--- config.mk ---
export PLATFORM = sky130hd
export DESIGN_NAME = uart_tx_fifo_flat
export DESIGN_NICKNAME = d
export VERILOG_FILES = /design/src/rtl/uart_tx_fifo_if.sv /design/src/rtl/uart_tx_fifo.sv /design/src/flat_wrapper.sv
export SDC_FILE = /design/constraint.sdc
export NUM_CORES = 1
export LEC_CHECK = 0
export ABC_CLOCK_PERIOD_IN_PS = 8000
export CORE_AREA = 2 2 102 104
export CTS_CLUSTER_SIZE = 16
export DETAILED_ROUTE_END_ITERATION = 16
export DIE_AREA = 0 0 104 106
export PLACE_DENSITY_LB_ADDON = 0.25
export SLEW_MARGIN = 10
export SYNTH_ARGS = -nofsm -noshare
export SYNTH_HDL_FRONTEND = slang
export SYNTH_SLANG_ARGS = --single-unit
--- constraint.sdc ---
create_clock -name clk -period 8 [get_ports clk]
set_input_delay 1.6 -clock clk [delete_from_list [all_inputs] [get_ports clk]]
set_output_delay 1.6 -clock clk [all_outputs]
set_load 0.01 [all_outputs]
--- src/rtl/uart_tx_fifo_if.sv ---
// Handshake bundle between the host-side writer, the transmit FIFO and the
// UART transmitter launch path. The FIFO attaches through the slave modport.
interface uart_tx_fifo_if #(
    parameter int NB_DATA = 8,
    parameter int DEPTH   = 16
);
    localparam int NB_PTR = $clog2(DEPTH);

    logic               i_wr;
    logic [NB_DATA-1:0] i_wr_data;
    logic               i_clr_ovf;
    logic               i_txdone;
    logic               o_start_tx;
    logic [NB_DATA-1:0] o_tx_data;
    logic               o_full;
    logic               o_empty;
    logic [NB_PTR:0]    o_count;
    logic               o_busy;
    logic               o_overflow;

    modport master (
        output i_wr, i_wr_data, i_clr_ovf, i_txdone,
        input  o_start_tx, o_tx_data, o_full, o_empty, o_count, o_busy, o_overflow
    );

    modport slave (
        input  i_wr, i_wr_data, i_clr_ovf, i_txdone,
        output o_start_tx, o_tx_data, o_full, o_empty, o_count, o_busy, o_overflow
    );
endinterface

--- src/rtl/uart_tx_fifo.sv ---
// Circular transmit FIFO plus a three-state launch controller that hands one
// byte at a time to the UART transmitter and waits for its done pulse.
module uart_tx_fifo #(
    parameter int NB_DATA = 8,
    parameter int DEPTH   = 16
) (
    input  logic            clk,
    input  logic            i_rst_n,
    uart_tx_fifo_if.slave   bus
);
    localparam int NB_PTR = $clog2(DEPTH);
    localparam logic [NB_PTR:0] FULL_COUNT = (NB_PTR+1)'(DEPTH);

    typedef enum logic [2:0] {
        IDLE      = 3'b001,
        LAUNCH    = 3'b010,
        WAIT_DONE = 3'b100
    } state_t;

    state_t             state;
    logic [NB_DATA-1:0] mem [DEPTH];
    logic [NB_PTR-1:0]  wr_ptr;
    logic [NB_PTR-1:0]  rd_ptr;
    logic [NB_PTR:0]    count;
    logic [NB_DATA-1:0] tx_data;
    logic               overflow;

    logic full;
    logic wr_accept;
    logic pop;

    // Full is judged on the registered count, so a pop in the same cycle
    // never rescues a write attempted while full.
    assign full      = (count == FULL_COUNT);
    assign wr_accept = bus.i_wr && !full;
    assign pop       = (state == IDLE) && (count != '0);

    // NOTE: the storage array is deliberately left out of reset; only the
    // pointers and count define which entries are meaningful.
    always_ff @(posedge clk) begin
        if (wr_accept) begin
            mem[wr_ptr] <= bus.i_wr_data;
        end
    end

    // NOTE: every register is updated with <= so all state advances together
    // on the edge regardless of statement order.
    always_ff @(posedge clk or negedge i_rst_n) begin
        if (!i_rst_n) begin
            wr_ptr   <= '0;
            count    <= '0;
            overflow <= 1'b0;
        end else begin
            if (wr_accept) begin
                wr_ptr <= wr_ptr + 1'b1;
            end

            unique case ({wr_accept, pop})
                2'b10:   count <= count + 1'b1;
                2'b01:   count <= count - 1'b1;
                default: count <= count;
            endcase

            // A new overflow beats a simultaneous clear.
            if (bus.i_wr && full) begin
                overflow <= 1'b1;
            end else if (bus.i_clr_ovf) begin
                overflow <= 1'b0;
            end
        end
    end

    always_ff @(posedge clk or negedge i_rst_n) begin
        if (!i_rst_n) begin
            state   <= IDLE;
            rd_ptr  <= '0;
            tx_data <= '0;
        end else begin
            case (state)
                IDLE: begin
                    if (pop) begin
                        tx_data <= mem[rd_ptr];
                        rd_ptr  <= rd_ptr + 1'b1;
                        state   <= LAUNCH;
                    end
                end
                LAUNCH: begin
                    state <= WAIT_DONE;
                end
                WAIT_DONE: begin
                    if (bus.i_txdone) begin
                        state <= IDLE;
                    end
                end
                default: begin
                    state <= IDLE;
                end
            endcase
        end
    end

    // Start pulse is a pure state decode, so it lasts exactly one cycle.
    assign bus.o_start_tx = (state == LAUNCH);
    assign bus.o_busy     = (state != IDLE);
    assign bus.o_tx_data  = tx_data;
    assign bus.o_full     = full;
    assign bus.o_empty    = (count == '0);
    assign bus.o_count    = count;
    assign bus.o_overflow = overflow;
endmodule
--- src/flat_wrapper.sv ---
// flat-port wrapper written by rule: the top's interface ports become plain ports
module uart_tx_fifo_flat 
#(
    parameter int NB_DATA = 8,
    parameter int DEPTH   = 16
)
  (clk, i_rst_n, bus_i_wr, bus_i_wr_data, bus_i_clr_ovf, bus_i_txdone, bus_o_start_tx, bus_o_tx_data, bus_o_full, bus_o_empty, bus_o_count, bus_o_busy, bus_o_overflow);
  uart_tx_fifo_if #(.NB_DATA(NB_DATA), .DEPTH(DEPTH)) bus_i ();
  input  logic clk;
  input  logic i_rst_n;
  input wire logic [$bits(bus_i.i_wr)-1:0] bus_i_wr;
  input wire logic [$bits(bus_i.i_wr_data)-1:0] bus_i_wr_data;
  input wire logic [$bits(bus_i.i_clr_ovf)-1:0] bus_i_clr_ovf;
  input wire logic [$bits(bus_i.i_txdone)-1:0] bus_i_txdone;
  output wire logic [$bits(bus_i.o_start_tx)-1:0] bus_o_start_tx;
  output wire logic [$bits(bus_i.o_tx_data)-1:0] bus_o_tx_data;
  output wire logic [$bits(bus_i.o_full)-1:0] bus_o_full;
  output wire logic [$bits(bus_i.o_empty)-1:0] bus_o_empty;
  output wire logic [$bits(bus_i.o_count)-1:0] bus_o_count;
  output wire logic [$bits(bus_i.o_busy)-1:0] bus_o_busy;
  output wire logic [$bits(bus_i.o_overflow)-1:0] bus_o_overflow;
  assign bus_i.i_wr = bus_i_wr;
  assign bus_i.i_wr_data = bus_i_wr_data;
  assign bus_i.i_clr_ovf = bus_i_clr_ovf;
  assign bus_i.i_txdone = bus_i_txdone;
  assign bus_o_start_tx = bus_i.o_start_tx;
  assign bus_o_tx_data = bus_i.o_tx_data;
  assign bus_o_full = bus_i.o_full;
  assign bus_o_empty = bus_i.o_empty;
  assign bus_o_count = bus_i.o_count;
  assign bus_o_busy = bus_i.o_busy;
  assign bus_o_overflow = bus_i.o_overflow;
  uart_tx_fifo #(.NB_DATA(NB_DATA), .DEPTH(DEPTH)) u_core (.clk(clk), .i_rst_n(i_rst_n), .bus(bus_i));
endmodule
==> results.yml <==
yosys:
  yosysWarnings: 0
  synth_top_cell_by_area: "edfxtp_1"
  synth_top_cell_area_share_pct: 62.12
  yosys_register_bits: 153
  synth.net_count: 349
  synth_xor_area_share_pct: 1.557
  synth_cell_types: 40
  synthAdderAreaFrac_pct: 1.820
  synth-simple-area-share_pct: 3.721
  syn_avg_cell_area_sq_um: 18.92
  synth_top_family_by_area: "multiplexers"
  synthesis.area_sq_mm: 0.006187
  synthMuxAreaShare_pct: 14.42
  ys_seq_area_share_pct: 72.25
  syn_inst: 327
  synth-compound-area-share_pct: 4.166
  synth.top_cells.by_area: "edfxtp_1, dfrtp_1, mux4_2"
timing:
  timing.final.crit_share_pct: 48.51
  setup_viol: 0
  rsz0062_at_grt: "false"
  worst_pin_slew_ns: 1.145
  setup_tns_ns: 0
  hold_ws_ns: 0.5230
  fin_skew_ns: 0.01102
  max_slew_margin_pct: 23.10
  period_minus_slack_ns: 3.881
  slew_viol_final: 0
  fmax_mhz: 257.7
  hold_viol_final: 0
grt:
  antenna_found_initial: 0
  grt_pass1_vias: 3110
  grt_pass1_wl_mm: 17.62
  grt.overflow.total: 0
  grt_start_max_net_pins: 36
  grt_use_total_pct: 22.36
routing:
  dr.first_iter.drc_count: 195
  viasPerCell: 6.149
  drcViolationCount: 0
  postRouteAntennaNets: 0
  detail_route.wirelength_mm: 11.30
  num_vias: 3136
  routedWlPerCell_um: 22.15
  first_pass_iters: 4
clock_tree:
  clkTransAtPathRegs_ns: 0.06
  clockRootBuffer: "clkbuf_8"
  clk_latency_ns: 0.53
  cts_buffers: 17
  ctsHoldBuffers: 0
  htreeDepth: 4
  cts_resized: 0
  cts.sinks: 153
  cts_buffer_depth: 2
  cts_tree: "built"
  postCtsSetupBuffers: 0
hold_path:
  hp-class: "register to register"
die:
  die_h_um: 106
  rows: 37
  dieArea_sq_mm: 0.01102
  core-area_sq_mm: 0.01000
  ioPinCount: 31
  start_util_pct: 61.87
  die_x_um: 104
status:
  status: "finished clean"
placement:
  place_congestion: 0.8470
  port_buffers: 30
  hpwl_mm: 7.233
  placed_area_sq_mm: 0.006580
pwr:
  intPower_w: 0.001783
  swShare_pct: 32.04
  leakagePower_nw: 2.417
  p_seq_share_pct: 43.7
  comb_power_share_pct: 29.5
  clockPowerShare_pct: 26.8
  power_density_mw_per_mm2: 368.7
  peakVddDrop_mv: 0.1764
  switchingPower_w: 0.0008404
setup_path:
  critical_path.max_fanout: 10
  crit_required_ns: 6.40
  end_kind: "primary output"
  crit_arrival_ns: 2.28
  crit_path_start_kind: "register"
  path_class: "register to primary output"
cells_and_area:
  finalNetCount: 383
  final_layout_size_suffix_gt1_share_pct: 18.72
  stdcell_area_sq_mm: 0.007114
  seq_area_sq_mm: 0.004472
  multi_input_area_sq_mm: 0.001594
  area_growth_syn_to_layout_pct: 14.98
  diodes: 0
  fillers: 630
flow_run:
  drv_cap: 0
power by group through the flow:
stage	combinational, W	clock [W]	sequential [W]
floorplan	0.000616	0	0.00108
global placement	0.000747	0	0.00116
detailed placement	0.000771	0	0.00116
CTS	0.000775	0.000712	0.00115
global route	0.000833	0.000748	0.00117
finish	0.000773	0.000703	0.00115
sequential cells by signal (all words and copies together) (netlist names):
name                   cells
u_core.bus.o_overflow      1
u_core.state               3
u_core.bus.o_count         5
u_core.rd_ptr              4
u_core.mem               128
u_core.wr_ptr              4
u_core.bus.o_tx_data       8
cells in the mapped netlist:
library cell and instances:
a21oi_2 1, mux4_2 19, nor3b_1 2, a311oi_1 1, dfstp_2 1, or3b_2 1, buf_2 3, and3b_1 1
clkbuf_1 8, a21oi_1 12, or4_1 1, o21ai_0 4, edfxtp_1 128, xor2_1 4, a31oi_1 1, o211a_1 1
nor2_1 19, buf_6 3, mux2_2 10, or2_2 1, xnor2_1 7, mux4_1 13, a21o_1 1, mux2i_1 1
nor2b_1 1, a211o_1 1, buf_4 2, a21boi_2 1, buf_1 2, nor3_1 4, dfrtp_1 24, nand2_1 9
nand4_1 2, inv_1 7, nand2b_1 3, o22ai_1 16, ha_1 9, a22o_1 1, nor4_4 1, o31ai_1 1
cells in the final DEF, fill, tap and decap left out, types with 9 or more instances in the layout:
cell type        synthesis  final
nor2_1                  19     19
mux2_2                  10     10
a21oi_1                 12     12
dfrtp_1                 24     23
nand2_1                  9      9
clkdlybuf4s50_1          0     30
mux4_2                  19     19
o22ai_1                 16     16
mux4_1                  13     13
edfxtp_1               128    128
ha_1                     9      9
clkbuf_16                0     16
critical path, cell delays in order, from the launching register on:
cell and delay, ns:
dfrtp_1 0.49, or4_1 0.57, nor2_1 0.15, clkdlybuf4s50_1 0.55
logic make-up after synthesis:
group	after synthesis
adder cells (fa/ha/maj)	9
AND/OR/NAND/NOR	45
flip-flops	153
buffers and inverters	25
AO/OA/AOI/OAI	41
XOR/XNOR	11
multiplexers	43
cell type report:
class | count | area share (%)
clock buffers | 17 | 5.821
clock inverters | 15 | 1.618
inverters | 7 | 0.3693
multi-input cells | 149 | 22.41
flip-flops and latches | 153 | 62.86
well taps | 136 | 2.392
repair buffers | 33 | 4.537
final timing paths:
kind                                                    from                                 to  slack (ns)  cells after the start
setup / recovery           u_core.bus.o_count[1]$_DFFE_PN0P_                         bus_o_full        4.12                      3
hold / removal             u_core.bus.o_overflow$_DFFE_PN0P_  u_core.bus.o_overflow$_DFFE_PN0P_        0.52                      1
hold reg to reg            u_core.bus.o_overflow$_DFFE_PN0P_  u_core.bus.o_overflow$_DFFE_PN0P_        0.52                      1
max in group asynchronous                            i_rst_n        u_core.state[0]$_DFFE_PN1P_        6.26                      2
setup reg to reg                 u_core.state[0]$_DFFE_PN1P_  u_core.bus.o_count[4]$_DFFE_PN0P_        4.56                      9
min in group asynchronous                            i_rst_n  u_core.bus.o_count[0]$_DFFE_PN0P_        1.44                      2
per-stage QoR:
| stage | std cells | util, % | power (W) | worst slack [ns] |
|---|---|---|---|---|
| after floorplan | 327 | - | 0.001694 | 4.554 |
| after global placement | 478 | 65.80 | 0.001903 | 3.940 |
| after detailed placement | 478 | 65.80 | 0.001933 | 3.847 |
| after CTS | 510 | 71.10 | 0.002634 | 4.081 |
| after global routing | 510 | 71.15 | 0.002750 | 4.012 |
| final | 510 | 71.15 | 0.002623 | 4.119 |
layer usage:
layer	track usage [%]	vias up	share of wire [%]
li1	-	1387	-
met1	29.13	1599	40
met2	36.04	127	50
met3	6.683	23	7.4
met4	8.880	0	2.2
met5	0	-	0
No activity file was read; power rests on OpenSTA's default activity.
